<file path="src/rtl/exp_bcd_formatter_if.sv">
// Result/digit bus between the exponential unit's result and the BCD formatter.
interface exp_bcd_formatter_if #(
  parameter int unsigned FRAC_W = 16,
  parameter int unsigned NDIG   = 4
);
  logic                  in_valid;
  logic [1:0]            intpart;
  logic [FRAC_W-1:0]     fracpart;
  logic                  busy;
  logic                  out_valid;
  logic [3:0]            int_digit;
  logic [4*NDIG-1:0]     frac_digits;

  // Producer side: drives the result strobe, observes the digits.
  modport master (
    output in_valid, intpart, fracpart,
    input  busy, out_valid, int_digit, frac_digits
  );

  // Formatter side.
  modport slave (
    input  in_valid, intpart, fracpart,
    output busy, out_valid, int_digit, frac_digits
  );
endinterface

</file>
<file path="src/rtl/exp_bcd_formatter.sv">
// Converts a 2.FRAC_W fixed-point result to BCD digits, one truncated fractional
// digit per clock via x10 shift-add. Outputs hold until the next conversion completes.
module exp_bcd_formatter #(
  parameter int unsigned FRAC_W = 16,
  parameter int unsigned NDIG   = 4
) (
  input logic                clk,
  input logic                rst,
  exp_bcd_formatter_if.slave bus
);

  localparam int unsigned CntW = (NDIG > 1) ? $clog2(NDIG) : 1;
  localparam logic [CntW-1:0] LastCnt = CntW'(NDIG - 1);

  typedef enum logic {StIdle, StConv} state_e;

  state_e              state_q, state_d;
  logic [FRAC_W-1:0]   frac_q, frac_d;
  logic [1:0]          int_q, int_d;
  logic [4*NDIG-1:0]   sr_q, sr_d;
  logic [CntW-1:0]     cnt_q, cnt_d;
  logic                out_valid_q, out_valid_d;
  logic [3:0]          int_digit_q, int_digit_d;
  logic [4*NDIG-1:0]   frac_digits_q, frac_digits_d;

  logic [FRAC_W+3:0]   frac_ext;
  logic [FRAC_W+3:0]   prod;
  logic [3:0]          digit;
  logic [4*NDIG+3:0]   sr_wide;
  logic [4*NDIG-1:0]   sr_shift;

  // x10 datapath; the wide concat keeps the shift legal for NDIG = 1.
  always_comb begin
    frac_ext = {4'b0000, frac_q};
    prod     = (frac_ext << 3) + (frac_ext << 1);
    digit    = prod[FRAC_W+3:FRAC_W];
    sr_wide  = {sr_q, digit};
    sr_shift = sr_wide[4*NDIG-1:0];
  end

  // Next-state and datapath control.
  always_comb begin
    state_d       = state_q;
    frac_d        = frac_q;
    int_d         = int_q;
    sr_d          = sr_q;
    cnt_d         = cnt_q;
    out_valid_d   = 1'b0;
    int_digit_d   = int_digit_q;
    frac_digits_d = frac_digits_q;
    unique case (state_q)
      StIdle: begin
        if (bus.in_valid) begin
          int_d   = bus.intpart;
          frac_d  = bus.fracpart;
          cnt_d   = '0;
          sr_d    = '0;
          state_d = StConv;
        end
      end
      StConv: begin
        // Strobes arriving here are dropped by design.
        frac_d = prod[FRAC_W-1:0];
        sr_d   = sr_shift;
        cnt_d  = cnt_q + CntW'(1);
        if (cnt_q == LastCnt) begin
          frac_digits_d = sr_shift;
          int_digit_d   = {2'b00, int_q};
          out_valid_d   = 1'b1;
          state_d       = StIdle;
        end
      end
      default: state_d = StIdle;
    endcase
  end

  // State and output registers; reset aborts any conversion in flight.
  always_ff @(posedge clk or negedge rst) begin
    if (!rst) begin
      state_q       <= StIdle;
      frac_q        <= '0;
      int_q         <= '0;
      sr_q          <= '0;
      cnt_q         <= '0;
      out_valid_q   <= 1'b0;
      int_digit_q   <= '0;
      frac_digits_q <= '0;
    end else begin
      state_q       <= state_d;
      frac_q        <= frac_d;
      int_q         <= int_d;
      sr_q          <= sr_d;
      cnt_q         <= cnt_d;
      out_valid_q   <= out_valid_d;
      int_digit_q   <= int_digit_d;
      frac_digits_q <= frac_digits_d;
    end
  end

  assign bus.busy        = (state_q == StConv);
  assign bus.out_valid   = out_valid_q;
  assign bus.int_digit   = int_digit_q;
  assign bus.frac_digits = frac_digits_q;

endmodule

</file>
<file path="src/flat_wrapper.sv">
// flat-port wrapper written by rule: the top's interface ports become plain ports
module exp_bcd_formatter_flat 
#(
  parameter int unsigned FRAC_W = 16,
  parameter int unsigned NDIG   = 4
)
  (clk, rst, bus_in_valid, bus_intpart, bus_fracpart, bus_busy, bus_out_valid, bus_int_digit, bus_frac_digits);
  exp_bcd_formatter_if #(.FRAC_W(FRAC_W), .NDIG(NDIG)) bus_i ();
  input logic clk;
  input logic rst;
  input wire logic [$bits(bus_i.in_valid)-1:0] bus_in_valid;
  input wire logic [$bits(bus_i.intpart)-1:0] bus_intpart;
  input wire logic [$bits(bus_i.fracpart)-1:0] bus_fracpart;
  output wire logic [$bits(bus_i.busy)-1:0] bus_busy;
  output wire logic [$bits(bus_i.out_valid)-1:0] bus_out_valid;
  output wire logic [$bits(bus_i.int_digit)-1:0] bus_int_digit;
  output wire logic [$bits(bus_i.frac_digits)-1:0] bus_frac_digits;
  assign bus_i.in_valid = bus_in_valid;
  assign bus_i.intpart = bus_intpart;
  assign bus_i.fracpart = bus_fracpart;
  assign bus_busy = bus_i.busy;
  assign bus_out_valid = bus_i.out_valid;
  assign bus_int_digit = bus_i.int_digit;
  assign bus_frac_digits = bus_i.frac_digits;
  exp_bcd_formatter #(.FRAC_W(FRAC_W), .NDIG(NDIG)) u_core (.clk(clk), .rst(rst), .bus(bus_i));
endmodule
</file>
<file path="config.mk">
export PLATFORM = sky130hd
export DESIGN_NAME = exp_bcd_formatter_flat
export DESIGN_NICKNAME = d
export VERILOG_FILES = /design/src/rtl/exp_bcd_formatter_if.sv /design/src/rtl/exp_bcd_formatter.sv /design/src/flat_wrapper.sv
export SDC_FILE = /design/constraint.sdc
export NUM_CORES = 1
export LEC_CHECK = 0
export CELL_PAD_IN_SITES_DETAIL_PLACEMENT = 0
export CELL_PAD_IN_SITES_GLOBAL_PLACEMENT = 2
export CORE_MARGIN = 3
export CORE_UTILIZATION = 36
export CTS_CLUSTER_DIAMETER = 60
export DETAILED_ROUTE_END_ITERATION = 10
export PLACE_DENSITY_LB_ADDON = 0.1
export SKIP_CTS_REPAIR_TIMING = 1
export SYNTH_ARGS = -nofsm -noshare
export SYNTH_HDL_FRONTEND = slang
export SYNTH_SLANG_ARGS = --single-unit
</file>
<file path="constraint.sdc">
create_clock -name clk -period 6.15 [get_ports clk]
set_input_delay 1.5375 -clock clk [delete_from_list [all_inputs] [get_ports clk]]
set_output_delay 1.5375 -clock clk [all_outputs]
set_load 0.01 [all_outputs]
</file>
==> flow_summary.ini, run 1 <==
[sta]
finalClockSkew_ns = 0.008717
hold_viol = 0
min_period_over_period = 0.5282
slew_violations = 0
setup_violations = 0
period_minus_slack_ns = 3.248
whs_ns = 0.4775
tns_ns = 0
max_freq_mhz = 307.8
max-slew-margin-rel = 0.5326
grt_setup_unrepaired = false
tightest_slew_ns = 0.7003

[floorplan]
start_util = 0.3801
coreArea_um2 = 7928
fp.dieH_um = 97.48
rows = 32
dieArea_um2 = 9502
io_pins = 43
die_w_um = 97.48

[drt]
wl_mm = 6.752
ant_nets = 0
drtIter0Drc = 76
dr_total_vias = 2419
wl_per_cell_um = 14.68
drc_errors = 0
dr.pass1.iters = 4
via_per_inst = 5.259

[cells_and_area]
drive_above_1_share = 0.08101
fin_area_um2 = 3551
nNetsFinal = 394
diodes = 0
area.growth.synth_to_final_pct = 17.86
seq_area_um2 = 1301
nFillCells = 796
multiInputGateArea_um2 = 1573

[yosys]
synth_top_area_cell = dfrtp_1
synthTopCellsByCount = nand2_1 (65), dfrtp_1 (52), o21ai_0 (23)
yosysUniqueCellTypes = 61
synth_area_per_cell_um2 = 9.357
synth_seq_cells = 52
synth_area_leaders = dfrtp_1 (43%), nand2_1 (8.1%), ha_1 (6.2%), o21ai_0 (3.8%), mux2i_1 (3.0%)
synth_enable_flop_cells = 0
async_reset_ff_frac = 1.000
syn-cell-area_um2 = 3013
ys_warn_count = 0
synthCells = 322
synth_top_area_frac = 0.4319
ys.flop_type = dfrtp_1
yosysMostFrequentCell = nand2_1
yosysSeqAreaShare = 0.4319

[power]
power.density_nw_per_um2 = 597.1
switching_power_mw = 0.9466
p_leak_nw = 1.592
vdd_drop_max_mv = 0.3024
clkPwrFrac = 0.097
intPower_mw = 1.174
p_comb_frac = 0.606
switching_share = 0.4465
sequentialPowerShare = 0.297

[worst_setup_path]
worstPathMaxFanout = 54
worstPathRequired_ns = 4.61
arrival_ns = 1.71
critical_path_class = reg -> out
critical_path_buf_inv_count = 2
critPathCaptureType = primary output
startpoint_type = flip-flop
path_delay_family = buffers and inverters
slowest_delay_ns = 0.63
crit_path_cell_trace = buf_4 > clkdlybuf4s50_1
slowest_stage = clkdlybuf4s50_1

[global_routing]
antenna_found_initial = 0
track_usage = 0.1472
gr-total-overflow = 0
grt_pass1_wl_mm = 11.60
grt_max_degree = 55
grt_pass1_vias = 2383

[cts]
h-tree-depth = 2
cts_tree = done
numCtsBuffers = 5
cts.sinks = 52
clk_latency_ns = 0.31
clkTransAtPathRegs_ns = 0.11
root_buffer = clkbuf_8
clockBufferDepth = 2

[place]
io_buffers = 40
dp_hpwl_mm = 4.686
gp_congestion = 0.7824
dpl_cell_area_um2 = 3461

[run_status]
status = complete, no violations

[min_path]
hp-class = reg -> reg

[run]
maxCapViolations = 0
==> placed cells by master (no fill, tap or decap), types with 3 or more instances in the layout <==
| cell | count |
|---|---|
| a211oi_1 | 6 |
| a21o_1 | 5 |
| a21oi_1 | 17 |
| a22o_1 | 6 |
| a31oi_1 | 5 |
| and2_1 | 3 |
| buf_4 | 4 |
| clkbuf_8 | 5 |
| clkdlybuf4s50_1 | 39 |
| dfrtp_1 | 52 |
| ha_1 | 15 |
| inv_1 | 8 |
| mux2i_1 | 9 |
| nand2_1 | 65 |
| nand3_1 | 10 |
| nor2_1 | 10 |
| nor2b_1 | 6 |
| nor3_1 | 4 |
| o2111ai_1 | 4 |
| o211ai_1 | 3 |
| o21ai_0 | 23 |
| o21bai_1 | 4 |
| or3_1 | 3 |
| xnor2_1 | 5 |
==> area by class of cell <==
type | instances | area share
Multi-Input combinational cell | 245 | 0.4429
Clock buffer | 5 | 0.01938
Clock inverter | 3 | 0.005990
Sequential cell | 52 | 0.3665
Inverter | 9 | 0.009514
Timing Repair Buffer | 44 | 0.1198
Tap cell | 102 | 0.03594
==> power by group through the flow <==
| stage | Sequential, mW | Combinational (mW) | Clock [mW] |
|---|---|---|---|
| finish | 0.630 | 1.28 | 0.206 |
| global route | 0.656 | 1.46 | 0.227 |
| CTS | 0.634 | 1.31 | 0.216 |
| detailed placement | 0.641 | 1.30 | 0 |
| global placement | 0.640 | 1.29 | 0 |
| floorplan | 0.627 | 0.965 | 0 |
==> metal layers <==
| metal | routed length, µm | track usage |
|---|---|---|
| met1 | 3225 | 0.1993 |
| met2 | 3235 | 0.2457 |
| met3 | 227 | 0.02441 |
| met4 | 64 | 0.03514 |
| met5 | 0 | 0 |
==> cells by family (layout without fill, tap and decap cells) <==
group	after synthesis	count (layout)	synth area share
AO/OA/AOI/OAI	95	95	0.2176
other	1	2	0.001245
AND/OR/NAND/NOR	114	114	0.1753
buffers and inverters	26	61	0.04734
adder cells (fa/ha/maj)	16	16	0.06894
flip-flops	52	52	0.4319
XOR/XNOR	7	7	0.02035
multiplexers	11	11	0.03738
==> state kept, by name, summed over array words and instances, names as in the netlist <==
register                count
u_core.bus.out_valid        1
u_core.bus.int_digit        2
u_core.int_q                2
u_core.bus.frac_digits     16
u_core.frac_q              16
u_core.bus.busy             1
u_core.sr_q                12
u_core.cnt_q                2
==> worst reg2reg max path: stages, from the launching register on <==
cell and delay (ns):
dfrtp_1 0.41, ha_1 0.25, fa_1 0.43, a211oi_2 0.31
o211a_1 0.27, nor3_2 0.11, or3_1 0.37, a31o_2 0.23
==> metrics by stage <==
step,cells,utilization,worst slack (ns),total power [mW]
global route,460,0.4479,2.794,2.339
detailed placement,452,0.4366,2.907,1.940
finish,460,0.4479,2.902,2.120
CTS,460,0.4479,2.851,2.155
floorplan,323,-,3.576,1.591
global placement,452,0.4366,2.934,1.934
==> final timing paths <==
kind / cells after the start / endpoint / from / slack [ns]
worst max-delay path: 2 / bus_busy / u_core.bus.busy / 2.90
worst min-delay path: 2 / u_core.bus.int_digit[1] / u_core.int_q[1] / 0.48
max in group asynchronous: 2 / u_core.frac_q[14] / rst / 4.38
min in group asynchronous: 2 / u_core.bus.frac_digits[12] / rst / 1.33
worst min register to register: 2 / u_core.bus.int_digit[1] / u_core.int_q[1] / 0.48
worst max register to register: 7 / u_core.frac_q[15] / u_core.frac_q[0] / 3.69
Note: power is estimated with default switching activity, not from simulation.
==> inputs of run 2 (changes only) <==
--- a/config.mk
+++ b/config.mk
@@ -8,7 +8,7 @@
 export CELL_PAD_IN_SITES_DETAIL_PLACEMENT = 0
 export CELL_PAD_IN_SITES_GLOBAL_PLACEMENT = 2
 export CORE_MARGIN = 3
-export CORE_UTILIZATION = 36
+export CORE_UTILIZATION = 31
 export CTS_CLUSTER_DIAMETER = 60
 export DETAILED_ROUTE_END_ITERATION = 10
 export PLACE_DENSITY_LB_ADDON = 0.1
==> constraint.sdc (replaced) <==
create_clock -name clk -period 2.8 [get_ports clk]
set_input_delay 0.7 -clock clk [delete_from_list [all_inputs] [get_ports clk]]
set_output_delay 0.7 -clock clk [all_outputs]
set_load 0.01 [all_outputs]
==> run 2 against run 1 <==
Effect of this change:
- total power increased by 120%
- utilization shrank 6.0 points
- highest routed layer unchanged
- via count fell by 1.7%
- combinational power rose by 120%
==> flow_summary.ini, run 2 (synthesis results as in run 1) <==
[run_status]
status = complete, no violations

[floorplan]
dieArea_um2 = 10940
rows = 35
fp.dieH_um = 104.6
coreArea_um2 = 9328
die_w_um = 104.6
io_pins = 43
start_util = 0.3230

[cells_and_area]
area.growth.synth_to_final_pct = 20.10
drive_above_1_share = 0.08611
diodes = 0
layout_commonest_cell = nand2_1
final_cells = 489
nNetsFinal = 396
mostFrequentLayoutCells = nand2_1 (65), dfrtp_1 (52), clkdlybuf4s50_1 (39)

[place]
dp_cells = 481
dp_hpwl_mm = 5.232
io_buffers = 40
gp_congestion = 0.7225

[global_routing]
met2_usage = 0.2223
grt_use_met1 = 0.1872
track_usage = 0.1353
grt_pass1_wl_mm = 12.09
use_met3 = 0.02285
grt_max_degree = 53
antenna_found_initial = 0
gr-total-overflow = 0
grt_pass1_vias = 2339
grt_busiest_layer = met2

[drt]
dr_total_vias = 2379
drc_errors = 0
via_per_inst = 4.865
drtIter0Drc = 47
wl_per_cell_um = 14.59
ant_nets = 0
wl_mm = 7.136
dr.pass1.iters = 4

[power]
vdd_drop_max_mv = 0.4501
power.density_nw_per_um2 = 1304
p_leak_nw = 1.607

[worst_setup_path]
worstPathMaxFanout = 7
arrival_ns = 2.67
worstPathRequired_ns = 3.01
critPathCaptureType = flip-flop
slowest_delay_ns = 0.44
crit_path_cell_trace = ha_1 > fa_1 > a211oi_2 > o211a_1 > nor3_2 > or3_1 > a31o_2
critical_path_class = reg -> reg
startpoint_type = flip-flop
reg2reg_from = u_core.frac_q[0]
slowest_stage = fa_1
crit_start = u_core.frac_q[0]

[cts]
root_buffer = clkbuf_8
h-tree-depth = 2
cts_tree = done
clk_latency_ns = 0.31
numCtsBuffers = 5
clkTransAtPathRegs_ns = 0.11
clockBufferDepth = 2
cts.sinks = 52

[min_path]
hp-class = in -> async

[sta]
max_freq_mhz = 406.9
grt_setup_unrepaired = false
period_minus_slack_ns = 2.457
tns_ns = 0
finalClockSkew_ns = 0.008829
setup_violations = 0
tightest_slew_ns = 0.6629
max-slew-margin-rel = 0.5576
min_period_over_period = 0.8777
slew_violations = 0
hold_viol = 0

[run]
maxCapViolations = 0
==> run 2: power breakdown <==
group / leakage, nW / switching, mW / internal (mW)
Combinational: 0.915 / 1.56 / 1.31
Clock: 0.0463 / 0.278 / 0.184
Sequential: 0.647 / 0.271 / 1.11
Total: 1.61 / 2.11 / 2.60
==> run 2: critical path: cells and delay by family (launching register included) <==
kind / cells / cell delay [ns]
AO/OA/AOI/OAI: 3 / 0.81
adder cells (fa/ha/maj): 2 / 0.68
AND/OR/NAND/NOR: 2 / 0.46
flip-flops: 1 / 0.41
==> run 2: per-layer routing <==
| metal | vias to the layer above | part of all wire | wire [µm] |
|---|---|---|---|
| li1 | 1221 | - | - |
| met1 | 1119 | 0.48 | 3435 |
| met2 | 37 | 0.48 | 3417 |
| met3 | 2 | 0.034 | 244 |
| met4 | 0 | 0.0055 | 39 |
| met5 | - | 0 | 0 |
==> run 2: area by class of cell <==
class                           count  area [µm²]
Clock buffer                        5       68.82
Clock inverter                      3       27.53
Fill cell                         979        5709
Inverter                            9       33.78
Multi-Input combinational cell    245        1573
Sequential cell                    52        1301
Tap cell                          129       161.4
Timing Repair Buffer               46       452.9
==> run 2: path summary, 6_finish.rpt <==
path | end | slack [ns] | cells after the start
max | u_core.frac_q[15] | 0.34 | 7
min | u_core.bus.frac_digits[9] | 0.36 | 1
max reg2reg | u_core.frac_q[15] | 0.34 | 7
min reg2reg | u_core.bus.int_digit[1] | 0.47 | 2
max in group asynchronous | u_core.bus.frac_digits[1] | 1.89 | 2
min in group clk | u_core.bus.int_digit[1] | 0.47 | 2
==> run 2: metrics by stage <==
step	instance area [µm²]	util	worst slack (ns)	hold slack (ns)	total power, mW
after floorplan	3017	-	0.5293	0.4044	3.495
after global placement	3522	0.3776	0.3848	0.4478	4.316
after detailed placement	3522	0.3776	0.3700	0.4474	4.319
after CTS	3618	0.3879	0.3353	0.3685	4.813
after global routing	3618	0.3879	0.2426	0.3790	5.246
final	3618	0.3879	0.3426	0.3576	4.719
==> inputs of run 3 (changes only) <==
--- a/config.mk
+++ b/config.mk
@@ -7,7 +7,7 @@
 export LEC_CHECK = 0
 export CELL_PAD_IN_SITES_DETAIL_PLACEMENT = 0
 export CELL_PAD_IN_SITES_GLOBAL_PLACEMENT = 2
-export CORE_MARGIN = 3
+export CORE_MARGIN = 2
 export CORE_UTILIZATION = 31
 export CTS_CLUSTER_DIAMETER = 60
 export DETAILED_ROUTE_END_ITERATION = 10
==> run 3 against run 2 <==
Effect of this change:
- non-clock buffer count increased by 2
- critical endpoint unchanged
- combinational power about the same
- total power increased by 2.1%
- count of clock-buffer cells in the layout unchanged
==> flow_summary.ini, run 3 (synthesis results as in run 1) <==
[sta]
max_freq_mhz = 410.2
finalClockSkew_ns = 0.005298
period_minus_slack_ns = 2.438
hold_viol = 0
slew_violations = 0
min_period_over_period = 0.8708
setup_violations = 0
grt_setup_unrepaired = false
max-slew-margin-rel = 0.6467
tightest_slew_ns = 0.5299
tns_ns = 0

[cts]
h-tree-depth = 2
clk_latency_ns = 0.31
cts_tree = done
cts.sinks = 52
numCtsBuffers = 5
root_buffer = clkbuf_8
clkTransAtPathRegs_ns = 0.10
clockBufferDepth = 2

[run_status]
status = complete, no violations

[cells_and_area]
mostFrequentLayoutCells = nand2_1 (65), dfrtp_1 (52), clkdlybuf4s50_1 (39)
area.growth.synth_to_final_pct = 20.81
layout_commonest_cell = nand2_1
nNetsFinal = 398
nFillCells = 980
diodes = 0
drive_above_1_share = 0.09116
utilization = 0.3902
fin_area_um2 = 3640

[global_routing]
grt_pass1_vias = 2438
grt_pass1_wl_mm = 12.30
gr-total-overflow = 0
track_usage = 0.1482
antenna_found_initial = 0
grt_max_degree = 53

[worst_setup_path]
crit_path_cell_trace = ha_1 > fa_1 > a211oi_2 > o211a_1 > nor3_2 > or3_1 > a31o_2
startpoint_type = flip-flop
reg2reg_from = u_core.frac_q[0]
reg2reg_depth = 7
critPathCaptureType = flip-flop
slowest_delay_ns = 0.43
arrival_ns = 2.64
worstPathMaxFanout = 7
regToRegEndpoint = u_core.frac_q[15]
slowest_stage = fa_1
critical_path_class = reg -> reg
worstPathRequired_ns = 3.01
rrSetupSlack_ns = 0.36

[floorplan]
rows = 35
dieArea_um2 = 10520
start_util = 0.3230
die_w_um = 102.6
fp.dieH_um = 102.6
io_pins = 43
coreArea_um2 = 9328

[drt]
drc_errors = 0
ant_nets = 0
dr.pass1.iters = 4
wl_mm = 7.267
drtIter0Drc = 45
via_per_inst = 4.931
wl_per_cell_um = 14.80
dr_total_vias = 2421

[place]
dpl_cell_area_um2 = 3525
gp_congestion = 0.7650
dp_hpwl_mm = 5.315
io_buffers = 40

[power]
p_leak_nw = 1.621
power.density_nw_per_um2 = 1324
p_comb_frac = 0.601
switching_share = 0.4406
vdd_drop_max_mv = 0.4476
clkPwrFrac = 0.113
power.total_mw = 4.818
sequentialPowerShare = 0.287
intPower_mw = 2.695
switching_power_mw = 2.123

[min_path]
hp-class = in -> async

[run]
maxCapViolations = 0
-- run 3: cell count changes in the layout (fill, tap and decap cells not counted) --
cell	previous run	this run
bufinv_16	0	1
inv_6	0	1
buf_4	5	8
inv_8	1	0
buf_12	1	0
clkinv_4	1	0
-- run 3: critical path, delay by kind of cell (launching register included) --
family | cells | cell delay [ns]
AO/OA/AOI/OAI | 3 | 0.80
adder cells (fa/ha/maj) | 2 | 0.67
flip-flops | 1 | 0.41
AND/OR/NAND/NOR | 2 | 0.46
-- run 3: layout make-up --
| cell class | count | area [µm²] | area share |
|---|---|---|---|
| sequential | 52 | 1301 | 0.3575 |
| tap | 129 | 161.4 | 0.04435 |
| clock buffer | 5 | 68.82 | 0.01891 |
| timing repair buffer | 48 | 455.4 | 0.1251 |
| inverter | 9 | 33.78 | 0.009282 |
| clock inverter | 3 | 46.29 | 0.01272 |
| multi-input combinational | 245 | 1573 | 0.4321 |
-- run 3: stage by stage --
stage               setup WS (ns)  std cells  hold WS (ns)
CTS                        0.3455        491        0.3164
finish                     0.3619        491        0.3129
floorplan                  0.5293        323        0.4044
global route               0.2038        491        0.3201
global placement           0.3848        483        0.4475
detailed placement         0.3684        483        0.4482
-- run 3: routing by layer --
metal | share of wire | up-vias | global-route usage
met2 | 0.49 | 38 | 0.2584
met3 | 0.025 | 4 | 0.02034
met1 | 0.48 | 1148 | 0.1978
li1 | - | 1231 | -
met4 | 0.0080 | 0 | 0.02769
met5 | 0 | - | 0
-- run 3: worst max-delay path by stage --
stage / from / end / slack (ns)
after global placement: u_core.frac_q[0] / u_core.frac_q[15] / 0.38
after global routing: u_core.frac_q[0] / u_core.frac_q[15] / 0.20
final: u_core.frac_q[0] / u_core.frac_q[15] / 0.36
after detailed placement: u_core.frac_q[0] / u_core.frac_q[15] / 0.37
after floorplan: u_core.frac_q[0] / u_core.frac_q[15] / 0.53
after CTS: u_core.frac_q[0] / u_core.frac_q[15] / 0.35
-- run 3: power groups by stage --
stage / logic (mW) / clock network, mW / registers [mW]
2_1_floorplan: 2.12 / 0 / 1.38
3_3_place_gp: 2.92 / 0 / 1.40
3_5_place_dp: 2.91 / 0 / 1.41
4_1_cts: 2.93 / 0.571 / 1.39
5_1_grt: 3.28 / 0.605 / 1.44
6_report: 2.89 / 0.542 / 1.38
